## config.mk

```make
export PLATFORM = sky130hd
export DESIGN_NAME = spi_arbiter
export DESIGN_NICKNAME = d
export VERILOG_FILES = /design/src/rtl/spi_arb_pkg.sv /design/src/rtl/spi_arbiter_rr_picker.sv /design/src/rtl/spi_arbiter.sv
export SDC_FILE = /design/constraint.sdc
export NUM_CORES = 1
export LEC_CHECK = 0
export CAP_MARGIN = 15
export CORE_UTILIZATION = 35
export DETAILED_ROUTE_END_ITERATION = 10
export PLACE_DENSITY = 0.75
export SLEW_MARGIN = 5
export SYNTH_ARGS = -nofsm -noshare
export SYNTH_HDL_FRONTEND = slang
export SYNTH_SLANG_ARGS = --single-unit
```

## constraint.sdc

```tcl
create_clock -name clk -period 1.8 [get_ports clk]
set_input_delay 0.36 -clock clk [delete_from_list [all_inputs] [get_ports clk]]
set_output_delay 0.36 -clock clk [all_outputs]
set_load 0.05 [all_outputs]
```

## src/rtl/spi_arb_pkg.sv

```systemverilog
// spi_arb_pkg: shared arbiter FSM state encoding and index-width helper
package spi_arb_pkg;
  typedef enum logic [1:0] {IDLE, START, BUSY, ACK} state_t;
  function automatic int idx_w(input int n);
    return (n > 1) ? $clog2(n) : 1;
  endfunction
endpackage

```

## src/rtl/spi_arbiter_rr_picker.sv

```systemverilog
// rr_picker: combinational round-robin pick of the first set req bit above last, wrapping (req,last -> valid,winner)
module rr_picker #(
  parameter int N_REQ = 2,
  parameter int IW = 1
) (
  input  logic [N_REQ-1:0] req,
  input  logic [IW-1:0]    last,
  output logic             valid,
  output logic [IW-1:0]    winner
);
  logic [N_REQ-1:0] hi, pool;
  always_comb begin
    hi = '0;
    for (int i = 0; i < N_REQ; i++) hi[i] = i > int'(last);
    pool = |(req & hi) ? req & hi : req;
    winner = '0;
    for (int i = N_REQ - 1; i >= 0; i--) if (pool[i]) winner = IW'(i);
  end
  assign valid = |req;
endmodule

```

## src/rtl/spi_arbiter.sv

```systemverilog
// spi_arbiter: round-robin share of one SPI master (req/req_tx in; gnt/ack/err/rx_data out; spi_ready/done/rx in, spi_start/tx out)
module spi_arbiter
  import spi_arb_pkg::*;
#(
  parameter int N_REQ = 2,
  parameter int DATA_W = 8,
  parameter int TIMEOUT_CYC = 1024
) (
  input  logic                    clk,
  input  logic                    rst,
  input  logic [N_REQ-1:0]        req,
  input  logic [N_REQ*DATA_W-1:0] req_tx,
  output logic [N_REQ-1:0]        gnt,
  output logic [N_REQ-1:0]        ack,
  output logic                    err,
  output logic [DATA_W-1:0]       rx_data,
  input  logic                    spi_ready,
  output logic                    spi_start,
  output logic [DATA_W-1:0]       spi_tx,
  input  logic                    spi_done,
  input  logic [DATA_W-1:0]       spi_rx
);
  localparam int IW = idx_w(N_REQ);
  localparam int CW = $clog2(TIMEOUT_CYC);
  state_t state, state_n;
  logic [IW-1:0] idx, last, win;
  logic [CW-1:0] cnt;
  logic [DATA_W-1:0] tx_sel;
  logic [N_REQ-1:0] sel;
  logic valid, err_q, timeout;
  rr_picker #(.N_REQ(N_REQ), .IW(IW)) u_pick (
    .req(req),
    .last(last),
    .valid(valid),
    .winner(win)
  );
  always_comb begin
    tx_sel = '0;
    for (int i = 0; i < N_REQ; i++) if (win == IW'(i)) tx_sel = req_tx[i*DATA_W +: DATA_W];
  end
  assign timeout = cnt == CW'(TIMEOUT_CYC - 1);
  assign sel = N_REQ'(1) << idx;
  assign gnt = (state != IDLE) ? sel : '0;
  assign ack = (state == ACK) ? sel : '0;
  assign err = (state == ACK) && err_q;
  assign spi_start = state == START;
  always_comb
    state_n = (state == IDLE)  ? ((valid && spi_ready) ? START : IDLE) :
              (state == START) ? BUSY :
              (state == BUSY)  ? ((spi_done || timeout) ? ACK : BUSY) : IDLE;
  always_ff @(posedge clk) state <= rst ? IDLE : state_n;
  always_ff @(posedge clk) begin
    if (rst) begin
      idx <= '0;
      last <= IW'(N_REQ - 1);
      cnt <= '0;
      spi_tx <= '0;
      rx_data <= '0;
      err_q <= 1'b0;
    end else begin
      if (state == IDLE && valid && spi_ready) begin
        idx <= win;
        spi_tx <= tx_sel;
      end
      if (state == START) cnt <= '0;
      if (state == BUSY) begin
        cnt <= cnt + 1'b1;
        if (spi_done) begin
          rx_data <= spi_rx;
          err_q <= 1'b0;
        end else if (timeout) begin
          rx_data <= '0;
          err_q <= 1'b1;
        end
      end
      if (state == ACK) last <= idx;
    end
  end
endmodule
```

After elaboration in Yosys (flattened, before gate mapping)
Index checks and enable logic that the tools add are counted.
{ "classes": {"addsub": 1, "magnitude_cmp": 1, "n_eq_ne": 4, "shift": 1, "mux": 17, "bitwise": 1, "reduce_logical": 12} }
{ "ops": {"columns": ["cell", "n"], "rows": [
  ["2-to-1 mux 8 bit", 3],
  ["2-to-1 mux 10 bit", 2],
  ["2-to-1 mux 2 bit", 6],
  ["adder 10 x 1 -> 10 bit (second input constant)", 1],
  ["== test 10 bit (second input constant)", 1],
  ["2-to-1 mux 1 bit", 6],
  ["nonzero test 2 bit", 3],
  ["== test 2 bit (second input constant)", 2],
  ["logical AND 1 bit", 4],
  ["OR reduction 2 bit", 2],
  ["AND 2 bit", 1],
  ["== test 2 x 1 -> 1 bit (second input constant)", 1],
  ["zero test 2 bit", 1],
  ["AND reduction 2 bit", 1],
  ["<< shifter 1 x 1 -> 2 bit (first input constant)", 1],
  ["greater-than comparator 1 bit (first input constant)", 1],
  ["logical OR 1 bit", 1]
]} }
{ "word_totals": {"regBits": 31, "inputBits": 30, "output_inout_bits": 22, "wordCells": 44} }

Longest topological paths before layout
Gate-level depths: netlist of the first run.
{ "depth": {"ltp_word": 7, "ltp_mapped": 7, "ltp_nobuf": 5} }

Cells and area by module
A second synthesis of the first run with hierarchy kept.
{ "unflattened": {"hier_cells": 144, "area_unflattened_um2": 1390.1} }
{ "modules_own_cells": {"columns": ["mod", "n_inst", "cells_per_inst", "area_per_inst_um2", "seq_area_each_um2"], "rows": [
  ["spi_arbiter", 1, 142, 1376.3, 620.6],
  ["rr_picker", 1, 2, 13.8, 0.0]
]} }

Worst setup path after synthesis of the first run
No wires, ideal clock.
{ "synth_timing": {"path_kind": "register to output", "start": "register state[0]", "end": "output gnt[1]", "t_arrival_ns": 1.336, "required_ns": 1.440, "path_slack_ns": 0.104, "path_stages_with_launch": 4, "n_path_buf": 0, "path_cell_list": "dfxtp_1 inv_1 ha_1 nor2b_1"} }
{ "synth_between": {"elab_chain_cells": 2} }
{ "synth_rtl": {"columns": ["item", "line_no", "text"], "rows": [
  ["start: declaration", "spi_arbiter.sv:25", "state_t state, state_n;"],
  ["start signal: assignment", "spi_arbiter.sv:51", "always_ff @(posedge clk) state <= rst ? IDLE : state_n;"],
  ["nonzero test 2 bit", "spi_arbiter.sv:43", "assign gnt = (state != IDLE) ? sel : '0;"],
  ["2-to-1 mux 2 bit", "spi_arbiter.sv:43", null],
  ["end: declaration", "spi_arbiter.sv:13", "output logic [N_REQ-1:0] gnt,"]
]} }
No other way between the ends.

Final worst setup path of the first run
{ "layout_timing": {"start": "register state[0]", "end": "output gnt[0]"} }
The elaborated chain is that of the path after synthesis.

==> run metrics, run 1 <==
Clock Latency Late Sink 0.28 ns; DRT iter0 DRCs 60; Required @ worst endpoint 1.44 ns; CP endpoint kind output pin; first-pass GRT wire length 5170 um; nets@finish 243; Cells after Synth 150; Hold Vio Cnt, Final 0; mean routed wirelength per cell 12.2 um; maximum VDD drop 0.000439 V; die height 64.6 um; setup_tns 0 ns; average size of a mapped cell 9.13 sq um; dpl hpwl 2310 um; hold path startpoint err_q$_SDFFE_PP0P_; Post CTS Setup Buffer Count 0; Peak Freq 587 MHz; RR Endpoint cnt[8]$_SDFFE_PP0P_; Max transition margin 76.3%; area share of the largest cell type after synthesis 45.3%; sequential area share after synthesis 45.3%; flops & latches, synth 31; Post-Route WL 3140 um; initial core utilization 36.9%; die area 4170 sq um; worst hold path class flop to flop; # fillers 352; Worst Tran Pin Value 0.356 ns; Clock Skew 0.00452 ns; setup violators final 0; warning count from the yosys run 0; Netlist cell types 39; Vias/cell 4.86; syn nets 185; row cnt 22; synth top area cells dfxtp_1 45%, nand2_1 5.2%, a22o_1 5.1%; most common cell after layout, fill and taps aside dfxtp_1; P per Cell Area 749 nW/um^2; worst r2r path cells 5; Port Buf Inserts 51; Crit Path Max Fanout 5; WHS Path Cells 2; Period minus WS final 1.70 ns; CP Launch Type flop; vias 1248; Crit Path Class flop to output pin; CTS tree built; vias in the first global route 1179; # clock sinks 31; outcome complete, no violations; maxcap violations 0; Cell Area, Synth 1370 sq um; FF-to-FF setup slack 0.15 ns; Post-route DRC 0; r2r startpoint state[0]$_SDFF_PP0_; GRT Util Overall 16.2%; Chip Width 64.6 um; period utilisation layout 94.7%; GPL Wtd Cong 0.727; cell taking the most area after synthesis dfxtp_1; footprint of the multi-input gates 681 sq um; Worst Hold Path EP err_q$_SDFFE_PP0P_; pin count of the biggest net entering global routing 17; register area 621 sq um; num ports 52; max-slew violations 0; RSZ-0062 raised after global routing false; CTS root buffer clkbuf_8; diodes inserted 0; First-pass DRT Iterations 4; cts hold-fix bufs 0; most frequent cells in the layout 31 x dfxtp_1, 29 x clkdlybuf4s50_1, 23 x buf_4, 19 x nand2_1, 10 x o21ai_0; WP data arrival 1.34 ns; GRT overflow 0; post-route insts no fill 257; Max Root-Sink Buffers 2; Final ANT Viol Nets 0; # placed instances 249; clock-pin transition on the worst setup and hold timing paths 0.06 ns; Placeable Area 3720 sq um; initial antenna violation count 0; Inserted Clock Buffers 5; H-tree levels 2; layout cells sized above 1 20.6%; area grow syn2layout 52.0%; leakage power 0.849 nW
## power breakdown
group | switching, mW | internal [mW]
clock | 0.244 | 0.348
combinational | 0.130 | 0.120
sequential | 0.0118 | 0.705
## cell families (layout without fill, tap and decap cells)
kind of cell,Yosys count,after routing,share of synthesized area [%]
adders and majority gates,5,5,4.57
muxes,2,2,1.46
and+or+nand+nor,45,45,17.4
DFF,31,31,45.3
AOI/OAI and AO/OA,46,46,23.6
buffers and inverters,17,76,5.20
xor gates and xnor gates,4,4,2.56
## worst max path at each step
stage	start	endpoint	cells after the start	slack, ns
finish	state[0]$_SDFF_PP0_	gnt[0]	4	0.1
global route	state[0]$_SDFF_PP0_	gnt[0]	4	0.03
CTS	state[0]$_SDFF_PP0_	gnt[1]	4	0.06
detailed placement	rst	rx_data[4]$_SDFFE_PP0P_	4	0.10
global placement	rst	rx_data[6]$_SDFFE_PP0P_	4	0.14
floorplan	state[0]$_SDFF_PP0_	gnt[1]	3	0.10
## Yosys cell counts
cell	count
buf_1	2
nand3_1	2
a21bo_2	1
a22o_1	8
clkbuf_1	1
nand4_2	1
xnor2_1	3
dfxtp_1	31
a21oi_1	8
ha_1	5
nand4_1	2
o211a_1	1
a21o_1	1
nor2b_1	1
or4_1	2
nor4_1	1
xor2_1	1
nand2_1	19
a211o_1	2
inv_1	9
and4_2	1
and3_1	1
and2_1	1
nor3_1	1
nor2_1	9
o21ai_0	10
o21ai_1	2
inv_2	1
a41oi_4	1
o211ai_1	1
buf_4	1
mux2i_1	2
and4_1	1
a21boi_1	1
a31oi_1	8
or3_1	2
o31ai_1	2
nand4_4	1
buf_2	3
## stage by stage
stage	setup WS, ns	hold WS [ns]	total power, mW	instance area, sq um	util [%]
2_1_floorplan	0.104	0.429	0.858	1370	-
3_3_place_gp	0.143	0.453	0.982	1980	53.3
3_5_place_dp	0.103	0.463	0.983	1980	53.3
4_1_cts	0.0620	0.473	1.57	2080	56.0
5_1_grt	0.0281	0.494	1.64	2080	56.0
6_report	0.0958	0.469	1.56	2080	56.0
## area by class of cell
cell class,count,share of cell area [%]
repair buffers,58,28.0
inverters,10,1.80
multi-input cells,102,32.7
well taps,48,2.88
clock buffers,8,4.81
flip-flops and latches,31,29.8
## per-layer routing
layer / share of wire, % / wire [um] / up-vias / track usage (%)
li1: - / - / 651 / -
met1: 49 / 1550 / 558 / 20.0
met2: 44 / 1380 / 33 / 25.4
met3: 5.3 / 167 / 6 / 5.81
met4: 1.3 / 42 / 0 / 6.39
met5: 0 / 0 / - / 0
## registers in the layout, summed over array words and instances, names as in the netlist
name and cells:
state 2, rx_data 8, err_q 1, last 1
cnt 10, spi_tx 8, idx 1
## repair_timing
| item | 4_1_cts | 5_1_grt |
|---|---|---|
| endpoints found under the hold margin | 0 | 0 |
| setup endpoints to repair | 0 | 1 |
| gates resized for setup | 0 | 1 |
## critical path, stage by stage (launching register included)
cell	delay, ns
dfxtp_1	0.36
inv_1	0.08
ha_1	0.27
nor2_1	0.19
buf_12	0.16
No activity file was read; power rests on OpenSTA's default activity.
==> inputs of run 2 (changes only) <==
--- a/config.mk
+++ b/config.mk
@@ -6,6 +6,7 @@
 export NUM_CORES = 1
 export LEC_CHECK = 0
 export CAP_MARGIN = 15
+export CORE_MARGIN = 4
 export CORE_UTILIZATION = 35
 export DETAILED_ROUTE_END_ITERATION = 10
 export PLACE_DENSITY = 0.75
==> constraint.sdc (replaced) <==
create_clock -name clk -period 1.8 [get_ports clk]
set_input_delay 0.27 -clock clk [delete_from_list [all_inputs] [get_ports clk]]
set_output_delay 0.27 -clock clk [all_outputs]
set_load 0.05 [all_outputs]
==> run metrics, run 2 (synthesis gave the netlist of run 1 again) <==
WHS Path Cells 2 (unchanged); Crit path max-delay family buffers and inverters; die area 4980 sq um (+19%); initial core utilization 36.9% (unchanged); Area after DPL 1990 sq um (+0.63%); maximum VDD drop 0.000403 V (-8.3%); setup_tns 0 ns (unchanged); clock-pin transition on the worst setup and hold timing paths 0.06 ns (about the same); critical path's slowest cell clkdlybuf4s50_1; smallest hold slack 0.464 ns (-0.00447 ns); Placeable Area 3720 sq um (unchanged); cts hold-fix bufs 0 (unchanged); post-route cell area 2080 sq um (-0.30%); period utilisation layout 94.2% (-0.44 points); Required @ worst endpoint 1.53 ns (+0.09 ns); max reg flops 10 (unchanged); mean routed wirelength per cell 12.8 um (+4.9%); outcome complete, no violations; Worst Tran Pin Value 0.513 ns (+0.158 ns); Peak Freq 590 MHz (+0.47%); worst r2r path cells 5 (unchanged); GRT Util Overall 13.0% (-3.2 points); num ports 52 (unchanged); GRT overflow 0 (unchanged); Vias/cell 4.93 (+1.6%); net load switching power 0.382 mW (-0.96%); Chip Width 70.6 um (+9.3%); Worst Hold Path EP err_q$_SDFFE_PP0P_; Crit Path Max Fanout 2 (-3); WP data arrival 1.43 ns (+0.09 ns); Logic pwr share 17.0% (+1.0 points); Clock Latency Late Sink 0.28 ns (about the same); Sequential Power Share 48.4% (+2.4 points); CP endpoint kind output pin; r2r startpoint state[0]$_SDFF_PP0_; layout cells sized above 1 11.6% (-9.0 points); Clock Skew 0.00934 ns (+0.00483 ns); most common cell after layout, fill and taps aside clkdlybuf4s50_1; DRT iter0 DRCs 54 (-10%); CTS tree built; Largest Register cnt; nets@finish 241 (-0.82%); area grow syn2layout 51.5%; First-pass DRT Iterations 4 (unchanged); RR Endpoint cnt[5]$_SDFFE_PP0P_; setup violators final 0 (unchanged); max-slew violations 0 (unchanged); Post CTS Setup Buffer Count 0 (unchanged); Top Registers cnt x10, rx_data x8, spi_tx x8; vias in the first global route 1161 (-1.5%); DP Worst Slack 0.104 ns (+0.00104 ns); Max transition margin 65.7% (-11 points); post-route insts no fill 255 (-0.78%); # clock sinks 31 (unchanged); slowest cell delay on critical path 0.81 ns (+0.45 ns); Hold Vio Cnt, Final 0 (unchanged); Final WS setup 0.104 ns (+0.00791 ns); Max Root-Sink Buffers 2 (unchanged); worst path bufs/invs 1 (-1); CP Launch Type flop; GPL Wtd Cong 0.752 (+3.5%); die height 70.6 um (+9.3%); vias 1258 (+0.80%); worst hold path class flop to flop; most frequent cells in the layout 45 x clkdlybuf4s50_1, 31 x dfxtp_1, 19 x nand2_1, 10 x o21ai_0; FF-to-FF setup slack 0.17 ns (+0.02 ns); row cnt 22 (unchanged); Port Buf Inserts 51 (unchanged); # placed instances 247 (-0.80%); H-tree levels 2 (unchanged); Clk pwr share 34.7% (-3.3 points); Post-Route WL 3260 um (+4.0%); sw frac 25.8% (+1.1 points); RSZ-0062 raised after global routing false; diodes inserted 0 (unchanged); post_cts resized 0 (unchanged); maxcap violations 0 (unchanged); Crit Path Class flop to output pin; Pint 1.10 mW (-6.6%); pin count of the biggest net entering global routing 17 (unchanged); crit-path cells clkdlybuf4s50_1; hold path startpoint err_q$_SDFFE_PP0P_; first-pass GRT wire length 5290 um (+2.4%); Inserted Clock Buffers 5 (unchanged); initial antenna violation count 0 (unchanged); CTS root buffer clkbuf_8; dpl hpwl 2480 um (+7.2%); Period minus WS final 1.70 ns (-0.00791 ns); P per Cell Area 712 nW/um^2 (-4.9%); Final ANT Viol Nets 0 (unchanged); leakage power 0.796 nW (-6.2%); Post-route DRC 0 (unchanged)
==> run 2: cell count changes in the layout (fill, tap and decap cells not counted) <==
cell / delta
buf_4: -17
clkdlybuf4s50_1: +16
clkbuf_8: -2
buf_12: -1
clkbuf_1: +1
clkinv_2: +1
ha_1: -1
ha_2: +1
nor2b_1: +1
nor2b_2: -1
==> run 2: metrics by stage <==
step                power, mW  utilization, %
global route             1.54            55.9
CTS                      1.50            55.8
floorplan               0.858               -
detailed placement      0.982            53.6
finish                   1.48            55.9
global placement        0.981            53.6
==> run 2: final cells by class <==
class | count | area, sq um
fillers | 349 | 1640
inverters | 10 | 37.5
clock inverters | 1 | 5.00
repair buffers | 56 | 596
flip-flops and latches | 31 | 621
multi-input cells | 102 | 681
well taps | 48 | 60.1
clock buffers | 7 | 76.3
==> run 2: worst max path at each step <==
stage                                  startpoint                   to  slack, ns  cells past startpoint
after detailed placement      state[0]$_SDFF_PP0_  cnt[5]$_SDFFE_PP0P_       0.10                      5
after CTS                 rx_data[2]$_SDFFE_PP0P_           rx_data[2]       0.09                      1
final                     rx_data[2]$_SDFFE_PP0P_           rx_data[2]       0.10                      1
after global placement        state[0]$_SDFF_PP0_  cnt[7]$_SDFFE_PP0P_       0.16                      5
after global routing      rx_data[2]$_SDFFE_PP0P_           rx_data[2]       0.06                      1
after floorplan               state[0]$_SDFF_PP0_               gnt[1]       0.19                      3
==> run 2: power by group through the flow <==
stage	registers (mW)	logic, mW	clock network [mW]
finish	0.716	0.251	0.513
CTS	0.716	0.252	0.534
global placement	0.730	0.251	0
global route	0.717	0.268	0.558
detailed placement	0.731	0.251	0
floorplan	0.785	0.0722	0
==> run 2: metal layers <==
layer	up-vias	wire [um]	global-route usage [%]
li1	645	-	-
met5	-	0	0
met2	41	1480	20.1
met1	566	1480	16.4
met4	0	37	3.97
met3	6	265	5.82
